--- src/rtl/ccff_chain_loader_pkg.sv ---
// Shared types and CRC helper for the configuration-chain loader.
// The CRC is CRC-16-CCITT advanced one bit per call, MSB-first feedback.
package ccff_loader_pkg;

  typedef enum logic [1:0] {
    IDLE,
    LOAD,
    VERIFY,
    DONE
  } state_t;

  localparam logic [15:0] CRC16_POLY = 16'h1021;
  localparam logic [15:0] CRC16_INIT = 16'hFFFF;

  function automatic logic [15:0] crc16_step(input logic [15:0] crc, input logic din);
    logic fb;
    fb = crc[15] ^ din;
    return {crc[14:0], 1'b0} ^ (fb ? CRC16_POLY : 16'h0000);
  endfunction

endpackage

--- src/rtl/ccff_chain_loader_if.sv ---
// Bitstream word stream into the loader; a word moves when s_valid && s_ready.
// Latency/backpressure are owned by the consumer (ready may drop at any cycle).
interface ccff_chain_loader_if #(
  parameter int WORD_W = 8
);
  logic              s_valid;
  logic [WORD_W-1:0] s_data;
  logic              s_ready;

  modport master (output s_valid, output s_data, input s_ready);
  modport slave  (input s_valid, input s_data, output s_ready);
endinterface

--- src/rtl/ccff_crc16_serial.sv ---
// Serial CRC-16, one bit per enabled cycle, clear has priority; 1-cycle update latency.
// Only built with CCFF_READBACK_EN; no backpressure (sampled whenever en is high).
`ifdef CCFF_READBACK_EN
module ccff_crc16_serial
  import ccff_loader_pkg::*;
(
  input  logic        prog_clk,
  input  logic        pReset,
  input  logic        clr,
  input  logic        en,
  input  logic        din,
  output logic [15:0] crc
);

  always_ff @(posedge prog_clk) begin
    if (pReset || clr) begin
      crc <= CRC16_INIT;
    end else if (en) begin
      crc <= crc16_step(crc, din);
    end
  end

endmodule
`endif

--- src/rtl/ccff_chain_loader.sv ---
// Serialises bitstream words onto ccff_head, 1 bit/prog_clk; a word's bit 0 shifts the cycle after acceptance.
// s_ready only in LOAD when the buffer empties this cycle; empty buffer stalls the chain. CCFF_READBACK_EN adds CRC verify.
module ccff_chain_loader
  import ccff_loader_pkg::*;
#(
  parameter int WORD_W    = 8,
  parameter int CHAIN_LEN = 65,
  parameter int CNT_W     = $clog2(CHAIN_LEN + 1)
) (
  input  logic                 prog_clk,
  input  logic                 pReset,
  input  logic                 start,
  ccff_chain_loader_if.slave   s,
  output logic                 ccff_head,
  input  logic                 ccff_tail,
  output logic                 cfg_shift_en,
  output logic                 busy,
  output logic                 done,
  output logic                 verify_ok,
  output logic [CNT_W-1:0]     bit_count
);

  localparam int BC_W = $clog2(WORD_W + 1);

  state_t            state_q, state_n;
  logic [WORD_W-1:0] buf_q, buf_n;
  logic [BC_W-1:0]   buf_cnt_q, buf_cnt_n, word_bits;
  logic [CNT_W-1:0]  bit_count_q, bit_count_n;
  logic              head_q, head_n, en_q, en_n;
  logic              verify_ok_q, verify_ok_n;
  logic [CNT_W:0]    committed, remaining;
  logic              shift, accept;
  logic              tail_match;

  // Bits already shifted plus bits still waiting in the buffer; the final word is trimmed to what is left.
  always_comb begin
    committed = (CNT_W+1)'(bit_count_q) + (CNT_W+1)'(buf_cnt_q);
    remaining = (CNT_W+1)'(CHAIN_LEN) - committed;
    word_bits = (remaining < (CNT_W+1)'(WORD_W)) ? BC_W'(remaining) : BC_W'(WORD_W);
  end

  assign shift     = (state_q == LOAD) && (buf_cnt_q != '0);
  assign s.s_ready = (state_q == LOAD) && (buf_cnt_q <= BC_W'(1))
                     && (committed < (CNT_W+1)'(CHAIN_LEN));
  assign accept    = s.s_valid && s.s_ready;

`ifdef CCFF_READBACK_EN
  logic [15:0] load_crc, tail_crc;
  logic        crc_clr;

  assign crc_clr    = (state_q == IDLE) && start;
  assign tail_match = (crc16_step(tail_crc, ccff_tail) == load_crc);

  ccff_crc16_serial u_load_crc (
    .prog_clk (prog_clk),
    .pReset   (pReset),
    .clr      (crc_clr),
    .en       (shift),
    .din      (head_q),
    .crc      (load_crc)
  );

  ccff_crc16_serial u_tail_crc (
    .prog_clk (prog_clk),
    .pReset   (pReset),
    .clr      (crc_clr),
    .en       (state_q == VERIFY),
    .din      (ccff_tail),
    .crc      (tail_crc)
  );
`else
  logic unused_tail;
  assign unused_tail = ccff_tail;
  assign tail_match  = 1'b1;
`endif

  always_comb begin
    state_n     = state_q;
    buf_n       = buf_q;
    buf_cnt_n   = buf_cnt_q;
    bit_count_n = bit_count_q;
    verify_ok_n = verify_ok_q;
    case (state_q)
      IDLE: begin
        if (start) begin
          state_n     = LOAD;
          buf_n       = '0;
          buf_cnt_n   = '0;
          bit_count_n = '0;
          verify_ok_n = 1'b0;
        end
      end
      LOAD: begin
        if (shift) begin
          buf_n       = buf_q >> 1;
          buf_cnt_n   = buf_cnt_q - BC_W'(1);
          bit_count_n = bit_count_q + CNT_W'(1);
        end
        if (accept) begin
          buf_n     = s.s_data;
          buf_cnt_n = word_bits;
        end
        if (shift && (bit_count_q == CNT_W'(CHAIN_LEN - 1))) begin
`ifdef CCFF_READBACK_EN
          state_n     = VERIFY;
          bit_count_n = '0;
`else
          state_n     = DONE;
          verify_ok_n = 1'b1;
`endif
        end
      end
      VERIFY: begin
        bit_count_n = bit_count_q + CNT_W'(1);
        if (bit_count_q == CNT_W'(CHAIN_LEN - 1)) begin
          state_n     = DONE;
          verify_ok_n = tail_match;
        end
      end
      DONE:    state_n = IDLE;
      default: state_n = IDLE;
    endcase
    // Output stage shows next cycle's buffer head so the chain sees flop outputs only.
    head_n = (state_n == LOAD) && buf_n[0];
    en_n   = ((state_n == LOAD) && (buf_cnt_n != '0)) || (state_n == VERIFY);
  end

  always_ff @(posedge prog_clk) begin
    if (pReset) begin
      state_q     <= IDLE;
      buf_q       <= '0;
      buf_cnt_q   <= '0;
      bit_count_q <= '0;
      head_q      <= 1'b0;
      en_q        <= 1'b0;
      verify_ok_q <= 1'b0;
    end else begin
      state_q     <= state_n;
      buf_q       <= buf_n;
      buf_cnt_q   <= buf_cnt_n;
      bit_count_q <= bit_count_n;
      head_q      <= head_n;
      en_q        <= en_n;
      verify_ok_q <= verify_ok_n;
    end
  end

`ifdef CCFF_READBACK_EN
  // During verify the tail is looped straight back so the rotation is exactly CHAIN_LEN long.
  assign ccff_head = (state_q == VERIFY) ? ccff_tail : head_q;
`else
  assign ccff_head = head_q;
`endif
  assign cfg_shift_en = en_q;
  assign busy         = (state_q == LOAD) || (state_q == VERIFY);
  assign done         = (state_q == DONE);
  assign verify_ok    = verify_ok_q;
  assign bit_count    = bit_count_q;

endmodule
--- src/flat_wrapper.sv ---
// flat-port wrapper written by rule: the top's interface ports become plain ports
module ccff_chain_loader_flat import ccff_loader_pkg::*;
#(
  parameter int WORD_W    = 8,
  parameter int CHAIN_LEN = 65,
  parameter int CNT_W     = $clog2(CHAIN_LEN + 1)
)
  (prog_clk, pReset, start, ccff_head, ccff_tail, cfg_shift_en, busy, done, verify_ok, bit_count, s_s_valid, s_s_data, s_s_ready);
  ccff_chain_loader_if #(.WORD_W(WORD_W)) s_i ();
  input  logic prog_clk;
  input  logic pReset;
  input  logic start;
  output logic ccff_head;
  input  logic ccff_tail;
  output logic cfg_shift_en;
  output logic busy;
  output logic done;
  output logic verify_ok;
  output logic [CNT_W-1:0] bit_count;
  input wire logic [$bits(s_i.s_valid)-1:0] s_s_valid;
  input wire logic [$bits(s_i.s_data)-1:0] s_s_data;
  output wire logic [$bits(s_i.s_ready)-1:0] s_s_ready;
  assign s_i.s_valid = s_s_valid;
  assign s_i.s_data = s_s_data;
  assign s_s_ready = s_i.s_ready;
  ccff_chain_loader #(.WORD_W(WORD_W), .CHAIN_LEN(CHAIN_LEN), .CNT_W(CNT_W)) u_core (.prog_clk(prog_clk), .pReset(pReset), .start(start), .s(s_i), .ccff_head(ccff_head), .ccff_tail(ccff_tail), .cfg_shift_en(cfg_shift_en), .busy(busy), .done(done), .verify_ok(verify_ok), .bit_count(bit_count));
endmodule
--- config.mk ---
export PLATFORM = sky130hd
export DESIGN_NAME = ccff_chain_loader_flat
export DESIGN_NICKNAME = d
export VERILOG_FILES = /design/src/rtl/ccff_chain_loader_pkg.sv /design/src/rtl/ccff_chain_loader_if.sv /design/src/rtl/ccff_crc16_serial.sv /design/src/rtl/ccff_chain_loader.sv /design/src/flat_wrapper.sv
export SDC_FILE = /design/constraint.sdc
export NUM_CORES = 1
export LEC_CHECK = 0
export BUFFER_PORTS_ARGS = -buffer_cell sky130_fd_sc_hd__buf_2
export CORE_AREA = 8 8 72 74
export DETAILED_ROUTE_END_ITERATION = 8
export DIE_AREA = 0 0 80 82
export PLACE_DENSITY = 0.67
export RECOVER_POWER = 25
export SLEW_MARGIN = 0
export SYNTH_ARGS = -nofsm -noshare
export SYNTH_HDL_FRONTEND = slang
export SYNTH_SLANG_ARGS = --single-unit
--- constraint.sdc ---
create_clock -name prog_clk -period 7.3 [get_ports prog_clk]
set_input_delay 0.73 -clock prog_clk [delete_from_list [all_inputs] [get_ports prog_clk]]
set_output_delay 0.73 -clock prog_clk [all_outputs]
set_load 0.05 [all_outputs]
# After elaboration in Yosys (flattened, before gate mapping)
# Index checks and enable logic that the tools add are counted.
[classes]
n_addsub = 4
multipliers = 0
div_mod_pow = 0
order_cmp = 3
eq_ne = 11
shifts = 0
muxes = 20
n_bitwise = 0
reduce_logical = 17
[op_table]
columns = ["op", "n"]
rows = [
  ["8-bit two-way mux", 3],
  ["7-bit one-hot mux with 3 select lines", 1],
  ["4-bit two-way mux", 4],
  ["8-bit one-hot mux with 2 select lines", 1],
  ["7-bit two-way mux", 2],
  ["7-bit by 4-bit adder with 8-bit output", 1],
  ["8-bit by 4-bit less-than comparator with 1-bit output (second input constant)", 1],
  ["8-bit by 7-bit less-than comparator with 1-bit output (second input constant)", 1],
  ["2-bit one-hot mux with 4 select lines", 1],
  ["4-bit one-hot mux with 2 select lines", 1],
  ["4-bit nonzero test", 2],
  ["7-bit by 8-bit subtractor with 8-bit output (first input constant)", 1],
  ["7-bit by 1-bit adder with 7-bit output (second input constant)", 1],
  ["7-bit equality test (second input constant)", 1],
  ["1-bit logical AND", 7],
  ["2-bit equality test (second input constant)", 3],
  ["2-bit two-way mux", 3],
  ["2-bit by 1-bit inequality test with 1-bit output (second input constant)", 3],
  ["3-bit AND reduction", 2],
  ["2-bit by 1-bit equality test with 1-bit output (second input constant)", 2],
  ["4-bit by 1-bit less-or-equal comparator with 1-bit output (second input constant)", 1],
  ["4-bit AND reduction", 1],
  ["4-bit by 1-bit subtractor with 4-bit output (second input constant)", 1],
  ["1-bit two-way mux", 3],
  ["other kinds (7)", 8],
]
[word_totals]
reg_bits = 24
latchBits = 0
ramBits = 0
mem_bits_ro = 0
inputBits = 13
wordCells = 63
n_memories = 0

# Depth between registers and ports, before layout
# Gate-level depths: netlist of run 1.
[depth]
ltp_word = 9
mapped_depth = 13
mapped_depth_nobuf = 11

# Least setup slack after synthesis of run 1
# No wires, ideal clock.
[synth_path]
kind = "register to output"
startpoint = "register u_core.bit_count_q[0], in the netlist u_core.bit_count[0]"
endpoint = "output s_s_ready"
arrival_ns = 2.786
required_time_ns = 6.570
path_slack_ns = 3.784
stages_incl_launch_ff = 9
cell_sequence = "dfxtp_1 > ha_1 > fa_1 > nand2b_1 > nor4_1 > o22ai_1 > nor2_1 > a21oi_1 > nor2_1"
[synth_between]
elab_chain_len = 3
[synth_lines]
columns = ["item", "line_no", "text"]
rows = [
  ["start: declaration", "ccff_chain_loader.sv:28", "logic [CNT_W-1:0] bit_count_q, bit_count_n;"],
  ["start signal: assignment", "ccff_chain_loader.sv:141", "bit_count_q <= bit_count_n;"],
  ["7-bit by 4-bit adder with 8-bit output", "ccff_chain_loader.sv:37", "committed = (CNT_W+1)'(bit_count_q) + (CNT_W+1)'(buf_cnt_q);"],
  ["8-bit by 7-bit less-than comparator with 1-bit output", "ccff_chain_loader.sv:44", "&& (committed < (CNT_W+1)'(CHAIN_LEN));"],
  ["1-bit logical AND", "ccff_chain_loader.sv:44", ""],
  ["end: declaration", "flat_wrapper.sv:22", "output wire logic [$bits(s_i.s_ready)-1:0] s_s_ready;"],
]
# No other way between the ends.

# Final worst setup path of run 1
[layout_path]
startpoint = "register u_core.buf_cnt_q[0]"
endpoint = "register u_core.en_q, in the netlist u_core.cfg_shift_en"
[layout_between]
elab_chain_len = 9
elab_cells_between_ends = 24
classes_between = "3 x add/sub; 3 x order compare; 2 x eq/ne; 7 x mux; 9 x reduce/logical"
[layout_lines]
columns = ["item", "line_no", "text"]
rows = [
  ["start: declaration", "ccff_chain_loader.sv:27", "logic [BC_W-1:0] buf_cnt_q, buf_cnt_n, word_bits;"],
  ["start signal: assignment", "ccff_chain_loader.sv:140", "buf_cnt_q <= buf_cnt_n;"],
  ["7-bit by 4-bit adder with 8-bit output or 4-bit by 1-bit less-or-equal comparator with 1-bit output (tied branches)", "ccff_chain_loader.sv:37, ccff_chain_loader.sv:43", ""],
  ["7-bit by 8-bit subtractor with 8-bit output, or another cell as far along", "ccff_chain_loader.sv:38", "remaining = (CNT_W+1)'(CHAIN_LEN) - committed;"],
  ["8-bit by 4-bit less-than comparator with 1-bit output or 1-bit logical AND (tied branches)", "ccff_chain_loader.sv:39, ccff_chain_loader.sv:44", ""],
  ["4-bit two-way mux or 1-bit logical AND (tied branches)", "ccff_chain_loader.sv:39, ccff_chain_loader.sv:45", ""],
  ["4-bit two-way mux", "ccff_chain_loader.sv:99", "if (accept) begin"],
  ["4-bit one-hot mux with 2 select lines", "ccff_chain_loader.sv:83", "case (state_q)"],
  ["4-bit nonzero test", "ccff_chain_loader.sv:125", "en_n = ((state_n == LOAD) && (buf_cnt_n != '0)) || (state_n == VERIFY);"],
  ["1-bit logical AND", "ccff_chain_loader.sv:125", ""],
  ["1-bit logical OR *", "ccff_chain_loader.sv:125", ""],
  ["end signal: assignment", "ccff_chain_loader.sv:143", "en_q <= en_n;"],
  ["end: declaration", "ccff_chain_loader.sv:29", "logic head_q, head_n, en_q, en_n;"],
]
# Every way passes the cells marked *; elsewhere a longest branch is shown, timed or not.
# A chain may end at the register's enable or synchronous reset.

==> run summary, run 1 <==
Status: completed
Most frequent cells in the layout: nor2_1 (26), dfxtp_1 (24), buf_2 (16), nand2_1 (14), ha_1 (14)
XOR/XNOR Fraction of Synth Area: 5.04%
Io pins: 26
Layout cells sized above 1: 13.2%
Design area: 0.00195 sq mm
Port-buffer cells: 24
Post-synthesis average cell area: 8.24 sq um
Number of synthesized flops with an enable pin: 0
Worst Skew: 0.00909 ns
Area grow syn2layout: 12.2%
Yosys top cell area share: 27.6%
Clock sink count: 24
Drt drc: 0
Hold Crit Class: flop to flop
Drt first pass iters: 4
Switching Power: 270 uW
Site Rows: 24
Worst hold slack: 0.483 ns
Pwr/cell area: 314 mW/mm^2
Slew HR: 48.7%
Clock tree buffer depth: 2
Cells after Synth: 211
Critical Path AT: 3.60 ns
Sum Neg Setup Slack: 0 ns
Sequential share of the synthesized area: 27.6%
Reg2Reg Depth: 9
Final Critical Period: 3.46 ns
Synth warnings: 0
Post-Synth Adder-Cell Area: 11.2%
Fillers: 430
Commonest non-fill, non-tap cell in the layout: nor2_1
Gpl congestion: 0.867
Final setup viols: 0
Area leader, netlist: dfxtp_1
Die Area: 0.00656 sq mm
Leak Pwr: 0.749 nW
CP Max Fanout: 8
Initial core utilization: 42.0%
Vias per cell: 5.73
Routed Antenna Nets: 0
Peak VDD IR: 0.207 mV
Synthesized area: 0.00174 sq mm
ANT cells: 0
Sw Ratio: 44.0%
Setup Buffers After CTS: 0
Gr usage total: 13.3%
Fin util: 47.1%
Critical path cell sequence: ha_1, fa_1, nand2b_1, nor4_1, o22ai_1, or4_1, a221o_1, a221oi_2, a311oi_1
DP HPWL: 3180 microns
Core area: 0.00414 sq mm
Max-cap violation count: 0
Final Hold Fails: 0
Worst Setup SP: u_core.buf_cnt_q[0]
CTS tree: done
Nets: 263
Largest cells by area after synthesis: dfxtp_1 (28%), ha_1 (10%), nor2_1 (5.6%)
First-pass GRT wire length: 7070 microns
Final worst path period share: 47.4%
CP max stage cell: or4_1
Post-synthesis compound-gate area fraction: 23.4%
Internal Power: 343 uW
Clk_lat worst skew: 0.27 ns
GR Overflow Total: 0
Die extent in x: 80 microns
Crit end category: flop
RR Startpoint: u_core.buf_cnt_q[0]
Vias: 1639
Hold_buf cts: 0
Fraction of synthesized area in multiplexers: 1.15%
Startpoint types: flop
Max Clk Rate: 0.289 GHz
Largest net degree at the start of global routing: 19
Sequential share of power: 28.9%
Die H: 82 microns
Root Buffer: clkbuf_8
Top FF cell, synth: dfxtp_1
Simple-gate share of the synthesized area: 26.8%
Worst-path clk slew: 0.09 ns
Vias in the first global route: 1512
Max-slew violation count: 0
Syn_nets: 239
Reg2Reg Capture Point: u_core.cfg_shift_en
CP Capture Point: u_core.cfg_shift_en
R2r setup slk: 3.84 ns
Initial antenna violation count: 0
Ys async rst share: 0%
Post-CTS sizing: 0
Kind of critical path: flop to flop
Actual slew at the worst max-slew pin: 0.768 ns
Post-DP Area: 0.00189 sq mm
Yosys reg bits: 24
RSZ-0062 raised after global routing: false
Main combinational cell family by area after synthesis: simple AND/OR/NAND/NOR gates
Logic pwr share: 51.7%
Critical Path Max Stage Delay: 0.69 ns
Critical Path RT: 7.45 ns
WL/cell: 14.7 microns
Clock network fraction of total power: 19.5%
H-Tree Depth: 1
Synth unique cells: 56
Total Wirelength: 4210 microns
First DRT Iteration DRCs: 115
Cts bufs inserted: 3
## worst min path at each step
stage | from | to | slack [ns] | depth (start not counted)
floorplan | u_core.buf_q[7] | u_core.buf_q[7] | 0.45 | 2
global placement | u_core.buf_q[7] | u_core.buf_q[7] | 0.46 | 2
detailed placement | u_core.buf_q[7] | u_core.buf_q[7] | 0.46 | 2
CTS | u_core.buf_q[7] | u_core.buf_q[7] | 0.48 | 2
global route | u_core.buf_q[7] | u_core.buf_q[7] | 0.52 | 2
finish | u_core.buf_q[7] | u_core.buf_q[7] | 0.48 | 2
## area by class of cell
cell class              count  area [sq um]  share of cell area, %
multi-input cells         169          1180                   60.3
flip-flops and latches     24           480                   24.6
well taps                  52          65.1                   3.33
clock buffers               3          41.3                   2.12
inverters                  13          48.8                   2.50
repair buffers             24           110                   5.64
clock inverters             1          30.0                   1.54
## synthesized netlist by cell type (3+ instances only)
master and number:
a21o_1 3, a21oi_1 13, a311oi_1 7, and3_1 3, dfxtp_1 24, ha_1 14
inv_1 11, nand2_1 14, nand2b_1 3, nand3_1 11, nor2_1 26, nor2b_1 6
nor3_1 5, o21ai_0 6, or3_1 4, xnor2_1 6, xor2_1 4
## routing by layer
layer	global-route usage [%]	part of all wire [%]	vias up
met3	1.86	4.2	4
met4	4.36	1.2	0
li1	-	-	819
met2	20.4	45	38
met1	18.7	50	778
met5	0	0	-
## registers in the layout (all words and copies together), names as in the netlist
name                 cells
u_core.buf_cnt_q         4
u_core.buf_q             8
u_core.bit_count         7
u_core.state_q           2
u_core.cfg_shift_en      1
u_core.ccff_head         1
u_core.verify_ok         1
## critical path: cells and delay by family (launching register included)
family	cells	cell delay, ns
flops	1	0.46
compound gates	4	0.99
fa+ha+maj	2	0.81
simple gates	3	1.06
## through the flow
stage          total power [mW]  std cells  setup slack (ns)
5_1_grt                   0.656        286              3.62
4_1_cts                   0.614        286              3.88
3_5_place_dp              0.493        282              3.89
3_3_place_gp              0.489        282              3.93
2_1_floorplan             0.429        211              3.78
6_report                  0.614        286              3.84
## power by group through the flow
stage	Sequential, mW	Combinational (mW)	Clock (mW)
after floorplan	0.195	0.234	0
after global placement	0.180	0.309	0
after detailed placement	0.180	0.313	0
after CTS	0.177	0.316	0.122
after global routing	0.181	0.349	0.125
final	0.177	0.317	0.119
## logic make-up after synthesis
family,after synthesis
AOI/OAI and AO/OA,52
xor gates and xnor gates,10
adders and majority gates,15
buffers and inverters,18
DFF,24
muxes,2
and+or+nand+nor,90
(Power assumes the default switching activity.)
==> run 2: changes to the inputs <==
PLACE_DENSITY = 0.7   (was 0.67)
clock period = 3.1 ns   (was 7.3 ns; I/O delays follow)
==> run 2 against run 1 <==
Non-clock buffer count grew 13. Clock power grew 81%. Maximum frequency grew 15%. Worst setup slack lost 3.7 ns. Critical endpoint is now u_core.buf_q[4].
==> run summary, run 2 (synthesis results as in run 1) <==
Status: completed (unchanged)
First DRT Iteration DRCs: 139 (was 115)
Vias: 1637 (was 1639)
Most frequent cells in the layout: nor2_1 (26), dfxtp_1 (21), buf_2 (15), nand2_1 (13), a21oi_1 (13) (was nor2_1 (26), dfxtp_1 (24), buf_2 (16), nand2_1 (14), ha_1 (14))
Total power: 1.49 mW (was 614 uW)
Core area: 0.00414 sq mm (unchanged)
Nets: 276 (was 263)
Critical Path Max Stage Delay: 0.51 ns (was 0.69 ns)
Startpoint types: flop (unchanged)
Root Buffer: clkbuf_8 (unchanged)
Critical Path RT: 3.28 ns (was 7.45 ns)
Worst path buffer plus inverter count: 2 (was 0)
Worst hold slack: 0.291 ns (was 0.483 ns)
Clock sink count: 24 (unchanged)
GR Overflow Total: 0 (unchanged)
ANT cells: 0 (unchanged)
Kind of cell adding the most delay to the critical path: simple AND/OR/NAND/NOR gates (unchanged)
R2r setup slk: 0.10 ns (was 3.84 ns)
Largest net degree at the start of global routing: 19 (unchanged)
Final worst path period share: 96.7% (was 47.4%)
Cell count of the worst hold path: 3 (was 2)
Vias in the first global route: 1495 (was 1512)
Final Hold Fails: 0 (unchanged)
Io pins: 26 (unchanged)
Clock tree buffer depth: 2 (unchanged)
Slew HR: 52.9% (was 48.7%)
CP max stage cell: or4_4 (was or4_1)
Fillers: 420 (was 430)
Min-Delay Endpoint: u_core.buf_q[6] (was u_core.buf_q[7])
Min-delay src: s_s_data[6] (was u_core.buf_q[7])
Fin util: 51.1% (was 47.1%)
Commonest non-fill, non-tap cell in the layout: nor2_1 (unchanged)
Max-cap violation count: 0 (unchanged)
Pre-CTS setup slack: -0.0203 ns (was 3.89 ns)
DP HPWL: 3240 microns (was 3180 microns)
Design area: 0.00212 sq mm (was 0.00195 sq mm)
Drt drc: 0 (unchanged)
CTS tree: done (unchanged)
Die H: 82 microns (unchanged)
Critical Path AT: 3.18 ns (was 3.60 ns)
Max-slew violation count: 0 (unchanged)
Die Area: 0.00656 sq mm (unchanged)
Clk_lat worst skew: 0.27 ns (about the same)
CP Max Fanout: 14 (was 8)
Cts bufs inserted: 3 (unchanged)
Reg2Reg Capture Point: u_core.buf_q[4] (was u_core.cfg_shift_en)
Gr usage total: 13.0% (was 13.3%)
Drt first pass iters: 4 (unchanged)
Routed Antenna Nets: 0 (unchanged)
Die extent in x: 80 microns (unchanged)
Critical path cell sequence: ha_4, fa_2, xor2_2, nor4_2, o22ai_2, or4_4, buf_4, a31oi_4, buf_12, nor2_1, a311oi_1 (was ha_1, fa_1, nand2b_1, nor4_1, o22ai_1, or4_1, a221o_1, a221oi_2, a311oi_1)
Kind of critical path: flop to flop (unchanged)
Port-buffer cells: 24 (unchanged)
Leak Pwr: 0.815 nW (was 0.749 nW)
Final std cells w/o fill: 299 (was 286)
Hold Crit Class: input pin to flop (was flop to flop)
Max Clk Rate: 0.334 GHz (was 0.289 GHz)
Initial core utilization: 42.0% (unchanged)
Site Rows: 24 (unchanged)
Layout cells sized above 1: 22.7% (was 13.2%)
Worst Skew: 0.00395 ns (was 0.00909 ns)
Final setup viols: 0 (unchanged)
Initial antenna violation count: 0 (unchanged)
Worst-path clk slew: 0.09 ns (about the same)
WL/cell: 14.3 microns (was 14.7 microns)
Max FFs per register: 8 (unchanged)
Post-placement cell count: 293 (was 282)
Final Critical Period: 3.00 ns (was 3.46 ns)
Actual slew at the worst max-slew pin: 0.701 ns (was 0.768 ns)
RR Startpoint: u_core.bit_count[0] (was u_core.buf_cnt_q[0])
Post-DP Area: 0.00199 sq mm (was 0.00189 sq mm)
Peak VDD IR: 0.401 mV (was 0.207 mV)
Gpl congestion: 0.851 (was 0.867)
Vias per cell: 5.47 (was 5.73)
Crit end category: flop (unchanged)
Pwr/cell area: 706 mW/mm^2 (was 314 mW/mm^2)
Reg2Reg Depth: 11 (was 9)
Total Wirelength: 4290 microns (was 4210 microns)
First-pass GRT wire length: 6930 microns (was 7070 microns)
Sum Neg Setup Slack: 0 ns (unchanged)
Area grow syn2layout: 21.7% (was 12.2%)
Worst setup margin: 0.102 ns (was 3.84 ns)
Largest Register: u_core.buf_q (unchanged)
H-Tree Depth: 1 (unchanged)
run 2: how the worst max path moves through the flow:
stage | start | endpoint | slack [ns] | cells past startpoint
after global placement | u_core.bit_count[0] | u_core.cfg_shift_en | 0.01 | 10
after global routing | u_core.bit_count[0] | u_core.buf_q[3] | -0.02 | 11
after floorplan | u_core.bit_count[0] | u_core.cfg_shift_en | 0.02 | 10
after detailed placement | u_core.bit_count[0] | u_core.cfg_shift_en | -0.02 | 10
after CTS | u_core.bit_count[0] | u_core.cfg_shift_en | 0.01 | 10
final | u_core.bit_count[0] | u_core.buf_q[4] | 0.10 | 11
run 2: tightest hold or removal path, stage by stage:
cell      delay [ns]
buf_2           0.09
nand2_1         0.04
a311oi_1        0.07
run 2: report_power, final:
part | internal (mW) | switching (mW) | leakage (nW) | total [mW]
logic | 0.356 | 0.516 | 0.589 | 0.871
registers | 0.365 | 0.0423 | 0.197 | 0.408
clock network | 0.113 | 0.101 | 0.0288 | 0.215
total | 0.834 | 0.659 | 0.815 | 1.49
run 2: repair_timing:
action | 4_1_cts | 5_1_grt
buffers inserted | 0 | 2
hold buffers | 0 | 0
gates resized for setup | 1 | 11
pin swaps | 0 | 10
endpoints found under the setup margin | 1 | 12
run 2: metal layers:
metal  vias up  wire, microns  GRT usage, %
met5         -              0             0
met4         0             47          4.36
met3         4            195          2.41
met2        36           1900          19.6
met1       754           2150          18.1
li1        843              -             -
run 2: cell type report:
cell class / instances / area [sq um] / area share (%)
clock buffers: 4 / 55.1 / 2.60
inverters: 13 / 48.8 / 2.30
multi-input cells: 169 / 1240 / 58.7
flip-flops and latches: 24 / 487 / 23.0
well taps: 52 / 65.1 / 3.07
repair buffers: 37 / 219 / 10.3
